`src/rtl/sd_pkg.sv`:
```
// Shared SD host definitions: CRC polynomials, block length and
// the DAT read controller state encoding.
package sd_pkg;

  localparam logic [15:0] CRC16_POLY = 16'h1021;
  localparam logic [6:0]  CRC7_POLY  = 7'h09;
  localparam int          NBYTES_DEF = 512;

  localparam logic [2:0] S_IDLE  = 3'd0;
  localparam logic [2:0] S_WAIT  = 3'd1;
  localparam logic [2:0] S_DATA  = 3'd2;
  localparam logic [2:0] S_CRC   = 3'd3;
  localparam logic [2:0] S_END   = 3'd4;

  function automatic logic [6:0] crc7_step(
    input logic [6:0] crc,
    input logic       b
  );
    logic fb;
    fb = crc[6] ^ b;
    return {crc[5:0], 1'b0} ^ (fb ? CRC7_POLY : 7'h00);
  endfunction

endpackage

```
`src/rtl/sd_crc16.sv`:
```
// Serial CRC16 (x^16+x^12+x^5+1) for one DAT line.
// Ports: clk, rstn, clr (sync clear), en (shift one bit), din, crc.
module sd_crc16
  import sd_pkg::*;
(
  input  logic        clk,
  input  logic        rstn,
  input  logic        clr,
  input  logic        en,
  input  logic        din,
  output logic [15:0] crc
);

  logic fb;

  assign fb = crc[15] ^ din;

  always_ff @(posedge clk or negedge rstn) begin
    if (!rstn) begin
      crc <= 16'h0;
    end else if (clr) begin
      crc <= 16'h0;
    end else if (en) begin
      crc <= {crc[14:0], 1'b0} ^ (fb ? CRC16_POLY : 16'h0);
    end
  end

endmodule

```
`src/rtl/sddat_rd_ctrl.sv`:
```
// SD DAT-line single-block reader: start-bit hunt, byte stream, CRC16/end check.
// Ports: clk, rstn, sdclk, sddat_i, start, width4 -> busy, done, timeout, crcerr, outen/outaddr/outbyte.
module sddat_rd_ctrl
  import sd_pkg::*;
#(
  parameter int TIMEOUT = 500000,
  parameter int NBYTES  = NBYTES_DEF
) (
  input  logic       clk,
  input  logic       rstn,
  input  logic       sdclk,
  input  logic [3:0] sddat_i,
  input  logic       start,
  input  logic       width4,
  output logic       busy,
  output logic       done,
  output logic       timeout,
  output logic       crcerr,
  output logic       outen,
  output logic [8:0] outaddr,
  output logic [7:0] outbyte
);

  logic [2:0]  state;
  logic        sdclk_q;
  logic        w4;
  logic [23:0] tmo;
  logic [9:0]  cnt;
  logic [2:0]  bitc;
  logic [3:0]  crcc;
  logic [7:0]  sh;
  logic [15:0] rx      [4];
  logic [15:0] crc_out [4];

  logic       rise;
  logic [3:0] used;
  logic [3:0] crc_en;
  logic       crc_clr;
  logic       sbit;
  logic       blast;
  logic [7:0] bnxt;
  logic       crc_bad;
  logic       end_bad;

  assign rise    = sdclk & ~sdclk_q;
  assign used    = w4 ? 4'hF : 4'h1;
  assign crc_clr = (state == S_IDLE) && start;
  assign crc_en  = (rise && state == S_DATA) ? used : 4'h0;
  assign sbit    = w4 ? (sddat_i == 4'h0) : ~sddat_i[0];
  assign blast   = w4 ? bitc[0] : (bitc == 3'd7);
  assign bnxt    = w4 ? {sh[3:0], sddat_i} : {sh[6:0], sddat_i[0]};
  assign end_bad = |(~sddat_i & used);

  always_comb begin
    crc_bad = 1'b0;
    for (int l = 0; l < 4; l++)
      if (used[l] && crc_out[l] != rx[l])
        crc_bad = 1'b1;
  end

  for (genvar l = 0; l < 4; l++) begin : g_crc
    sd_crc16 u_crc (
      .clk  (clk),
      .rstn (rstn),
      .clr  (crc_clr),
      .en   (crc_en[l]),
      .din  (sddat_i[l]),
      .crc  (crc_out[l])
    );
  end

  always_ff @(posedge clk or negedge rstn) begin
    if (!rstn) begin
      state   <= S_IDLE;
      sdclk_q <= 1'b0;
      w4      <= 1'b0;
      tmo     <= 24'h0;
      cnt     <= 10'h0;
      bitc    <= 3'h0;
      crcc    <= 4'h0;
      sh      <= 8'h0;
      for (int l = 0; l < 4; l++)
        rx[l] <= 16'h0;
      busy    <= 1'b0;
      done    <= 1'b0;
      timeout <= 1'b0;
      crcerr  <= 1'b0;
      outen   <= 1'b0;
      outaddr <= 9'h0;
      outbyte <= 8'h0;
    end else begin
      sdclk_q <= sdclk;
      done    <= 1'b0;
      timeout <= 1'b0;
      crcerr  <= 1'b0;
      outen   <= 1'b0;
      case (state)
        S_IDLE: begin
          if (start) begin
            busy  <= 1'b1;
            w4    <= width4;
            tmo   <= 24'(TIMEOUT);
            cnt   <= 10'h0;
            bitc  <= 3'h0;
            state <= S_WAIT;
          end
        end
        S_WAIT: begin
          if (rise) begin
            if (sbit) begin
              state <= S_DATA;
            end else if (tmo == 24'd1) begin
              done    <= 1'b1;
              timeout <= 1'b1;
              busy    <= 1'b0;
              state   <= S_IDLE;
            end else begin
              tmo <= tmo - 24'd1;
            end
          end
        end
        S_DATA: begin
          if (rise) begin
            sh   <= bnxt;
            bitc <= blast ? 3'h0 : bitc + 3'd1;
            if (blast) begin
              outen   <= 1'b1;
              outbyte <= bnxt;
              outaddr <= cnt[8:0];
              cnt     <= cnt + 10'd1;
              if (cnt == 10'(NBYTES - 1)) begin
                crcc  <= 4'h0;
                state <= S_CRC;
              end
            end
          end
        end
        S_CRC: begin
          if (rise) begin
            for (int l = 0; l < 4; l++)
              rx[l] <= {rx[l][14:0], sddat_i[l]};
            crcc <= crcc + 4'd1;
            if (crcc == 4'd15)
              state <= S_END;
          end
        end
        S_END: begin
          if (rise) begin
            crcerr <= crc_bad | end_bad;
            done   <= 1'b1;
            busy   <= 1'b0;
            state  <= S_IDLE;
          end
        end
        default: state <= S_IDLE;
      endcase
    end
  end

endmodule

```
`config.mk`:
```
export PLATFORM = sky130hd
export DESIGN_NAME = sddat_rd_ctrl
export DESIGN_NICKNAME = d
export VERILOG_FILES = /design/src/rtl/sd_pkg.sv /design/src/rtl/sd_crc16.sv /design/src/rtl/sddat_rd_ctrl.sv
export SDC_FILE = /design/constraint.sdc
export NUM_CORES = 1
export LEC_CHECK = 0
export BUFFER_PORTS_ARGS = -buffer_cell sky130_fd_sc_hd__buf_2
export CAP_MARGIN = 20
export CORE_ASPECT_RATIO = 0.75
export CORE_UTILIZATION = 60
export DETAILED_ROUTE_END_ITERATION = 10
export PLACE_DENSITY = 0.74
export SETUP_SLACK_MARGIN = 0.05
export SYNTH_ARGS = -nofsm -noshare
export SYNTH_HDL_FRONTEND = slang
export SYNTH_SLANG_ARGS = --single-unit
```
`constraint.sdc`:
```
create_clock -name clk -period 7.1 [get_ports clk]
set_clock_uncertainty 0.05 [all_clocks]
set_input_delay 1.42 -clock clk [delete_from_list [all_inputs] [get_ports clk]]
set_output_delay 1.42 -clock clk [all_outputs]
set_load 0.005 [all_outputs]
```
==> results by stage, run 1 <==
Floorplan:
- The placeable core area is 14,790 µm².
- In this run the horizontal extent of the chip is ~150 µm.
- The number of cell rows is 38.
- The initial utilization of the core area, before any placement, comes to 62.71%.
- From bottom edge to top edge, the die measures ~110 µm.
- 31 I/O pins were placed.
- The die area is 15,960 µm².

STA:
- Setup total negative slack on the finished layout was measured at 0 ns.
- The headroom to the max-slew limit is about a quarter.
- Setup repair after global routing left no endpoint under its margin.
- The actual slew at the worst max-slew pin is ~1.1 ns.
- The final-report hold violation count is 0.
- On the final layout, the worst hold slack is 0.4409 ns.
- The number of max-slew violations in the final report is 0.
- The final worst-path setup slack is 3.363 ns.
- The maximum clock frequency is about 0.27 GHz.
- The worst path needs 3.737 ns of the cycle, external delays included.
- The total of endpoints with negative setup slack in the final report is 0.
- The final critical path takes up 52.63% of the cycle.

Synthesis:
- The number of enable flip-flop cells after synthesis is 0.
- The share of flip-flops with an asynchronous set or reset after synthesis is 100.0%.
- The number of flip-flops and latches in the synthesized netlist is 203.
- The Yosys step of the flow raised 0 warnings.
- Sequential elements use 54.78% of the synthesized area.
- When the netlist entered floorplanning its net count stood at 878.
- A synthesized cell averages 10.74 µm².
- The count of different cell masters after synthesis is 53.
- Among all flip-flop cells after synthesis, the most frequent one is sky130_fd_sc_hd__dfrtp_1.
- The post-synthesis instance total is 863.
- Ranked by total cell area, the synthesized netlist is headed by sky130_fd_sc_hd__dfrtp_1 (55%), sky130_fd_sc_hd__mux2_2 (9.1%), sky130_fd_sc_hd__xnor2_1 (7.7%), sky130_fd_sc_hd__nand2_1 (6.0%), sky130_fd_sc_hd__nand3_1 (4.2%).
- Of the post-synthesis cell area, the dominant cell type holds around 55%.
- sky130_fd_sc_hd__dfrtp_1 takes more of the synthesized area than any other cell.
- The synthesized cell area is 9273 µm².

Drt:
- The length of routed met2 wiring is 8744 µm.
- The met3 routed wirelength is about 900 µm.
- The routed metal-1 wire length is 9646 µm.
- In this run the top signal layer used is met4.
- The first detailed-routing pass ran for 5 iterations.
- The iteration-0 DRC count of the detailed router is approximately 450.
- The final layout contains routed wiring with a total length of about 20,000 µm.
- The routed layout has ~6.4k vias.
- The count of nets left with antenna violations after detail routing is 0.
- The average wire per standard cell is 17.89 µm.
- The per-cell via count in the routed design is slightly below 6.
- The number of DRC violations after detailed routing is 0.

Pwr:
- The leakage power summed over all cells is 4.793 nW.
- The power density of the placed cells is 411.5 nW/µm².
- The maximum VDD drop is between 200 and 300 µV.

Worst setup path:
- By startpoint and endpoint, the worst setup path is classified as in2reg.
- The required time reported for the critical path endpoint is 7.38 ns.
- In this run the critical register-to-register path is launched from state[0].
- The critical path capture point type is a register.
- For the worst setup path, the data arrival time is 4.01 ns.
- Setup slack on the worst reg-to-reg path comes out at around 3.8 ns.
- Of all nets on the critical path, the largest fanout is 77.
- The worst register-to-register path ends at tmo[14].
- The launching element type of the critical path is a primary input.
- The critical path startpoint is start.
- The endpoint of the most critical setup path is tmo[14].
- Measured in cells, the most critical reg-to-reg path has a length of 7.

Final layout:
- In the final layout, the share of cells above drive strength 1 is 18.46%.
- The core occupancy in the finished layout is roughly 70%.
- The repair_antennas step left the layout with diodes totalling 0.
- The area added between synthesis and finish is 11.27%.
- The net count of the finished layout is just under 900.

Run status:
- The run finished with clean final reports.

Clock tree:
- The clock latency on the worst-skew pair is 0.51 ns.
- Clock tree synthesis inserted a total of 20 buffers.
- After clock tree synthesis, the setup repair step added 0 buffers.
- No sink is reached through more buffers than the 3 on the longest clock path.
- CTS built an H-tree with a depth of 1.
- The clock drives 203 sinks.
- Buffers inserted to repair hold after CTS numbered 0.
- Clock-pin slew was measured on the worst setup and hold paths at 0.06 ns.
- TritonCTS built the clock tree.
- The number of gates resized after CTS was 0.
- The cell sitting at the root of the clock tree is a sky130_fd_sc_hd__clkbuf_16.

Placement:
- The final weighted congestion in routability-driven placement is 0.8608.
- The placement-stage worst setup slack is 2.865 ns.
- The number of I/O port buffers is 30.
- Once detailed placement completed, the half-perimeter wirelength came to 12,650 µm.

GRT:
- The number of global-route vias before repair is 6,281.
- The overall global routing resource usage is 25.73%.
- The pin count of the biggest net entering global routing is between 80 and 90.
- After global routing the overflow that remains totals 0.
- The first global-routing pass estimated ~32,000 µm of wire.
- The number of antenna violations at the first check in global routing came to 0.

Min path:
- The tightest min-delay check is of the reg2reg type.

Flow run:
- Across the run, the number of max-cap violations was 0.
-- kinds of logic (layout without fill, tap and decap cells) --
kind of cell	Yosys count	in the layout	share of synthesized area (%)
adders and majority gates	6	6	0.8096
xor gates and xnor gates	100	100	9.445
muxes	84	84	10.08
AOI/OAI and AO/OA	63	63	4.062
DFF	203	203	54.78
buffers and inverters	49	80	2.145
and+or+nand+nor	358	358	18.67
-- stage by stage --
stage,area (µm²),power [W],std cells
detailed placement,9572,0.003115,1056
global route,10320,0.004493,1094
global placement,9572,0.003047,1056
finish,10320,0.004245,1094
CTS,10270,0.004250,1092
floorplan,9273,0.002731,863
-- cells in the final DEF, fill, tap and decap left out, types with 3 or more instances in the layout --
master	count
sky130_fd_sc_hd__nand4_1	15
sky130_fd_sc_hd__bufinv_16	3
sky130_fd_sc_hd__nor4_1	12
sky130_fd_sc_hd__ha_1	6
sky130_fd_sc_hd__a21oi_1	12
sky130_fd_sc_hd__buf_2	29
sky130_fd_sc_hd__xnor2_1	81
sky130_fd_sc_hd__o21ai_1	3
sky130_fd_sc_hd__mux2i_1	9
sky130_fd_sc_hd__clkbuf_8	4
sky130_fd_sc_hd__xor2_1	19
sky130_fd_sc_hd__and4_1	3
sky130_fd_sc_hd__clkinv_2	4
sky130_fd_sc_hd__o21ai_0	29
sky130_fd_sc_hd__nor2_1	40
sky130_fd_sc_hd__nand2b_1	5
sky130_fd_sc_hd__o31ai_1	3
sky130_fd_sc_hd__nand2_1	148
sky130_fd_sc_hd__nor3_1	20
sky130_fd_sc_hd__inv_1	5
sky130_fd_sc_hd__clkbuf_16	20
sky130_fd_sc_hd__mux2_2	75
sky130_fd_sc_hd__and3_1	4
sky130_fd_sc_hd__or3_1	6
sky130_fd_sc_hd__buf_4	7
sky130_fd_sc_hd__dfrtp_1	203
sky130_fd_sc_hd__nand3_1	77
sky130_fd_sc_hd__clkinvlp_4	3
sky130_fd_sc_hd__or4_1	5
-- how the worst min path moves through the flow --
stage | start | endpoint | slack (ns) | depth (start not counted)
floorplan | sh[4] | sh[4] | 0.40 | 2
global placement | sh[4] | sh[4] | 0.42 | 2
detailed placement | sh[6] | sh[6] | 0.44 | 2
CTS | sh[6] | sh[6] | 0.45 | 2
global route | outaddr[3] | outaddr[3] | 0.47 | 1
finish | sh[6] | sh[6] | 0.44 | 2
-- flip-flops by register name (all words and copies together) (netlist names), 3 cells and up --
name and count:
rx 64, crcc 4, bitc 3, g_crc.u_crc.crc 64
outbyte 8, state 3, tmo 24, outaddr 9
sh 7, cnt 10
-- layer usage --
layer  GRT usage [%]  vias to the layer above
met4           5.113                        0
li1                -                     3006
met3           3.817                       28
met2           39.53                      163
met1           39.28                     3224
met5               0                        -
-- worst max-delay path, cell delays in order --
cell,delay (ns)
sky130_fd_sc_hd__buf_2,0.12
sky130_fd_sc_hd__or4b_2,0.58
sky130_fd_sc_hd__buf_4,0.39
sky130_fd_sc_hd__o21ai_1,0.27
sky130_fd_sc_hd__o2111ai_1,0.50
sky130_fd_sc_hd__nor4b_1,0.49
sky130_fd_sc_hd__xnor2_1,0.16
sky130_fd_sc_hd__nor2_1,0.06
-- area by class of cell --
class,count,area [µm²]
clock buffers,24,545.5
clock inverters,12,157.7
fillers,1060,4469
inverters,5,18.77
multi-input cells,611,4011
flip-flops and latches,203,5080
well taps,200,250.2
repair buffers,39,254.0
-- where the power goes --
part	leakage [nW]	switching [W]	total (W)	internal (W)
Clock	0.339	0.000455	0.00112	0.000663
Combinational	1.82	0.000633	0.00120	0.000571
Sequential	2.64	0.000383	0.00192	0.00154
Total	4.79	0.00147	0.00425	0.00277
-- cells in the mapped netlist (all sizes together) (7+ instances only) --
cell / n
nor2: 43
nor3: 21
dfrtp: 203
nand2: 148
clkbuf: 34
or4: 7
or3: 7
a21oi: 12
mux2i: 9
nor4: 13
xnor2: 81
o21ai: 33
buf: 10
nand3: 77
mux2: 75
nand4: 15
xor2: 19
Note: power is estimated with default switching activity, not from simulation.
==> run 2, diff against run 1 <==
clock period = 3.5 ns   (was 7.1 ns; I/O delays follow)
==> run 2 against run 1 <==
Cell count rose by 0.73%. Critical path depth fell by 2. Hold slack got worse by 0.25 ns. First-iteration DRC count rose by 4.7%. Critical endpoint is now tmo[9].
==> results by stage, run 2 (same netlist as run 1, synthesis figures left out) <==
Run status:
- The flow ran to the end, and the final reports show no timing, DRC or antenna violations.

Final layout:
- The largest registers in the layout are g_crc.u_crc.crc (64), rx (64), tmo (24).
- The multi-input combinational cell area is 4011 µm² (unchanged).
- The final layout net count is 902 (+0.78%).
- The area of all sequential standard cells is 5080 µm² (unchanged).
- The number of fill cells in the layout was 1,064 (+0.38%).
- The number of antenna repair diodes is 0 (unchanged).
- Leaving out fill and tap cells, the most frequent cell in the layout is sky130_fd_sc_hd__dfrtp_1.
- Leaving out fill and tap cells, the most frequent cells in the layout are sky130_fd_sc_hd__dfrtp_1 (203), sky130_fd_sc_hd__nand2_1 (148), sky130_fd_sc_hd__xnor2_1 (81).
- The share of layout cells above drive strength 1 is 18.96% (+0.50 points).
- Relative to the synthesized area, the layout overhead comes to 11.46%.

Pwr:
- The part of the total power dissipated in sequential elements came to 45.8% (+0.5 points).
- The maximum VDD drop was 511.0 µV (+88%).
- The part of the power in the clock network is 25.4% (-1.0 points).
- The leakage power summed over all cells came to 4.825 nW (+0.66%).
- The internal portion of total power is 0.005545 W (+100%).
- The power density of the placed cells is 822.8 nW/µm² (+100%).
- The total power draw is 0.008503 W (+100%).
- The proportion of total power due to net switching came to 34.79% (+0.12 points).
- The net switching component of the power came to 0.002959 W (+100%).
- The share of total power in combinational logic came to 28.8% (+0.4 points).

Drt:
- The average wire per standard cell is 17.58 µm (-1.8%).
- The vias after detailed routing was 6,443 (+0.34%).
- The number of DRC violations after detailed routing was 0 (unchanged).
- The iteration-0 DRC count of the detailed router is 470 (+4.7%).
- The aggregate routed wire length is 19,370 µm (-1.0%).
- The count of nets left with antenna violations after detail routing is 0 (unchanged).
- The per-cell via count in the routed design is 5.847 (-0.39%).
- The number of iterations in the first detailed-routing pass is 4 (-1).

GRT:
- The overall global routing resource usage was 25.64% (-0.092 points).
- The pin count of the biggest net entering global routing was 89 (+8.5%).
- The number of antenna violations at the first check in global routing is 0 (unchanged).
- The overall overflow remaining after global route is 0 (unchanged).
- The first-pass GRT wire length was 32,390 µm (-0.34%).
- The number of global-route vias before repair is 6,276 (-0.080%).

Worst setup path:
- The logic depth of the worst register-to-register path is 6 (-1).
- The launching element type of the critical path is a register.
- The critical path startpoint is state[0].
- STA classifies the critical path endpoint as a register.
- The peak fanout along the critical path is 14 (-82%).
- By startpoint and endpoint, the worst setup path is classified as reg2reg.
- The reg2reg setup slack is 0.75 ns (-3.03 ns).
- The required time reported for the critical path endpoint is 3.88 ns (-3.50 ns).
- In this run the critical register-to-register path is captured at tmo[9].
- The reg-to-reg critical path startpoint is state[0].
- The endpoint of the most critical setup path is tmo[9].
- The data arrival time of the critical path is 3.13 ns (-0.88 ns).

Floorplan:
- The die boundary height is 109.7 µm (unchanged).
- The horizontal extent of the die was 145.5 µm (unchanged).
- The die area is 15,960 µm² (unchanged).
- The number of cell rows was 38 (unchanged).
- The initial core utilization was 62.71% (unchanged).
- The placeable core area is 14,790 µm² (unchanged).
- The I/O pin count was 31 (unchanged).

Clock tree:
- The clock tree from TritonCTS is yes.
- The clock transition at the register clock pins on the worst setup and hold paths after CTS is 0.06 ns (about the same).
- The number of buffers added for setup after CTS is 0 (unchanged).
- The buffer levels on the longest clock path is 3 (unchanged).
- The post-cts gate resize count was 0 (unchanged).
- The number of hold buffers added after cts is 0 (unchanged).
- The number of H-tree levels is 1 (unchanged).
- The root buffer cell chosen for the clock tree is sky130_fd_sc_hd__clkbuf_16.
- The number of clock buffers inserted by TritonCTS is 21 (+5.0%).
- The clock latency on the worst-skew pair is 0.49 ns (-0.02 ns).
- The clock sink count came to 203 (unchanged).

Placement:
- The HPWL after detailed placement is 12,610 µm (-0.26%).
- The number of I/O port buffers is 30 (unchanged).
- The final weighted congestion in routability-driven placement is 0.8709 (+1.2%).

STA:
- The number of max-slew violations in the final report is 0 (unchanged).
- The actual slew at the worst max-slew pin is 0.9020 ns (-0.2229 ns).
- The final worst-path cycle share is 78.52%.
- Static timing analysis puts the maximum clock frequency at around 0.36 GHz.
- The summed negative setup slack over all endpoints was 0 ns (unchanged).
- The headroom to the max-slew limit was 39.80% (+15 points).
- The smallest clock period supported by the final layout is computed as about 2.7 ns.
- The total of endpoints with negative setup slack in the final report is 0 (unchanged).
- The final-report hold violation count is 0 (unchanged).
- Setup repair after global routing left no endpoint under its margin.

Flow run:
- The number of max-capacitance violations reported was 0 (unchanged).

Min path:
- The type of the worst min-delay path is in2async.
==> run 2: cell count changes in the layout (fill, tap and decap cells not counted), moves of 2 or more <==
cell                         change
sky130_fd_sc_hd__buf_12          +2
sky130_fd_sc_hd__buf_4           +6
sky130_fd_sc_hd__bufinv_16       -3
sky130_fd_sc_hd__clkbuf_1        +2
sky130_fd_sc_hd__clkbuf_8        +4
sky130_fd_sc_hd__clkinvlp_4      -3
==> run 2: worst max-delay path, stage by stage, from the launching register on <==
cell and delay (ns):
sky130_fd_sc_hd__dfrtp_1 0.51, sky130_fd_sc_hd__or4b_2 0.74, sky130_fd_sc_hd__o21ai_1 0.15, sky130_fd_sc_hd__o21ai_2 0.20, sky130_fd_sc_hd__nor4b_2 0.45, sky130_fd_sc_hd__or4b_1 0.49
sky130_fd_sc_hd__nand2_1 0.08
==> run 2: worst min-delay path by stage <==
| stage | from | to | slack (ns) | cells past startpoint |
|---|---|---|---|---|
| 4_1_cts | rstn | tmo[20] | 0.23 | 1 |
| 2_1_floorplan | rstn | bitc[0] | 0.35 | 0 |
| 6_report | rstn | tmo[22] | 0.19 | 1 |
| 3_3_place_gp | sh[4] | sh[4] | 0.41 | 2 |
| 5_1_grt | rstn | tmo[21] | 0.26 | 1 |
| 3_5_place_dp | sh[4] | sh[4] | 0.43 | 2 |
==> run 2: layer usage <==
layer | vias up | share of wire, % | wire (µm) | global-route usage [%]
li1 | 3028 | - | - | -
met5 | - | 0 | 0 | 0
met1 | 3236 | 48 | 9286 | 37.99
met4 | 0 | 1.6 | 314 | 6.090
met2 | 153 | 45 | 8675 | 39.46
met3 | 26 | 5.6 | 1092 | 4.689
==> run 2: final cells by class <==
cell class                      count  area share (%)
Clock inverter                      7          0.4358
Multi-Input combinational cell    611           38.81
Clock buffer                       31           6.126
Timing Repair Buffer               45           2.869
Inverter                            5          0.1816
Sequential cell                   203           49.15
Tap cell                          200           2.421
==> run 2: stage by stage <==
stage	hold WS (ns)	instance area [µm²]	cells	utilization [%]	setup slack [ns]
6_report	0.1903	10330	1102	69.89	0.7519
5_1_grt	0.2641	10330	1102	69.89	0.4756
4_1_cts	0.2315	10330	1102	69.89	0.7478
3_5_place_dp	0.4328	9657	1064	65.31	0.5713
3_3_place_gp	0.4130	9657	1064	65.31	0.6188
2_1_floorplan	0.3544	9273	863	-	0.9227
==> run 2: power groups by stage <==
| stage | registers, W | logic, W | clock network (W) |
|---|---|---|---|
| after floorplan | 0.00370 | 0.00184 | 0 |
| after global placement | 0.00386 | 0.00234 | 0 |
| after detailed placement | 0.00392 | 0.00244 | 0 |
| after CTS | 0.00389 | 0.00247 | 0.00220 |
| after global routing | 0.00401 | 0.00272 | 0.00228 |
| final | 0.00390 | 0.00245 | 0.00216 |
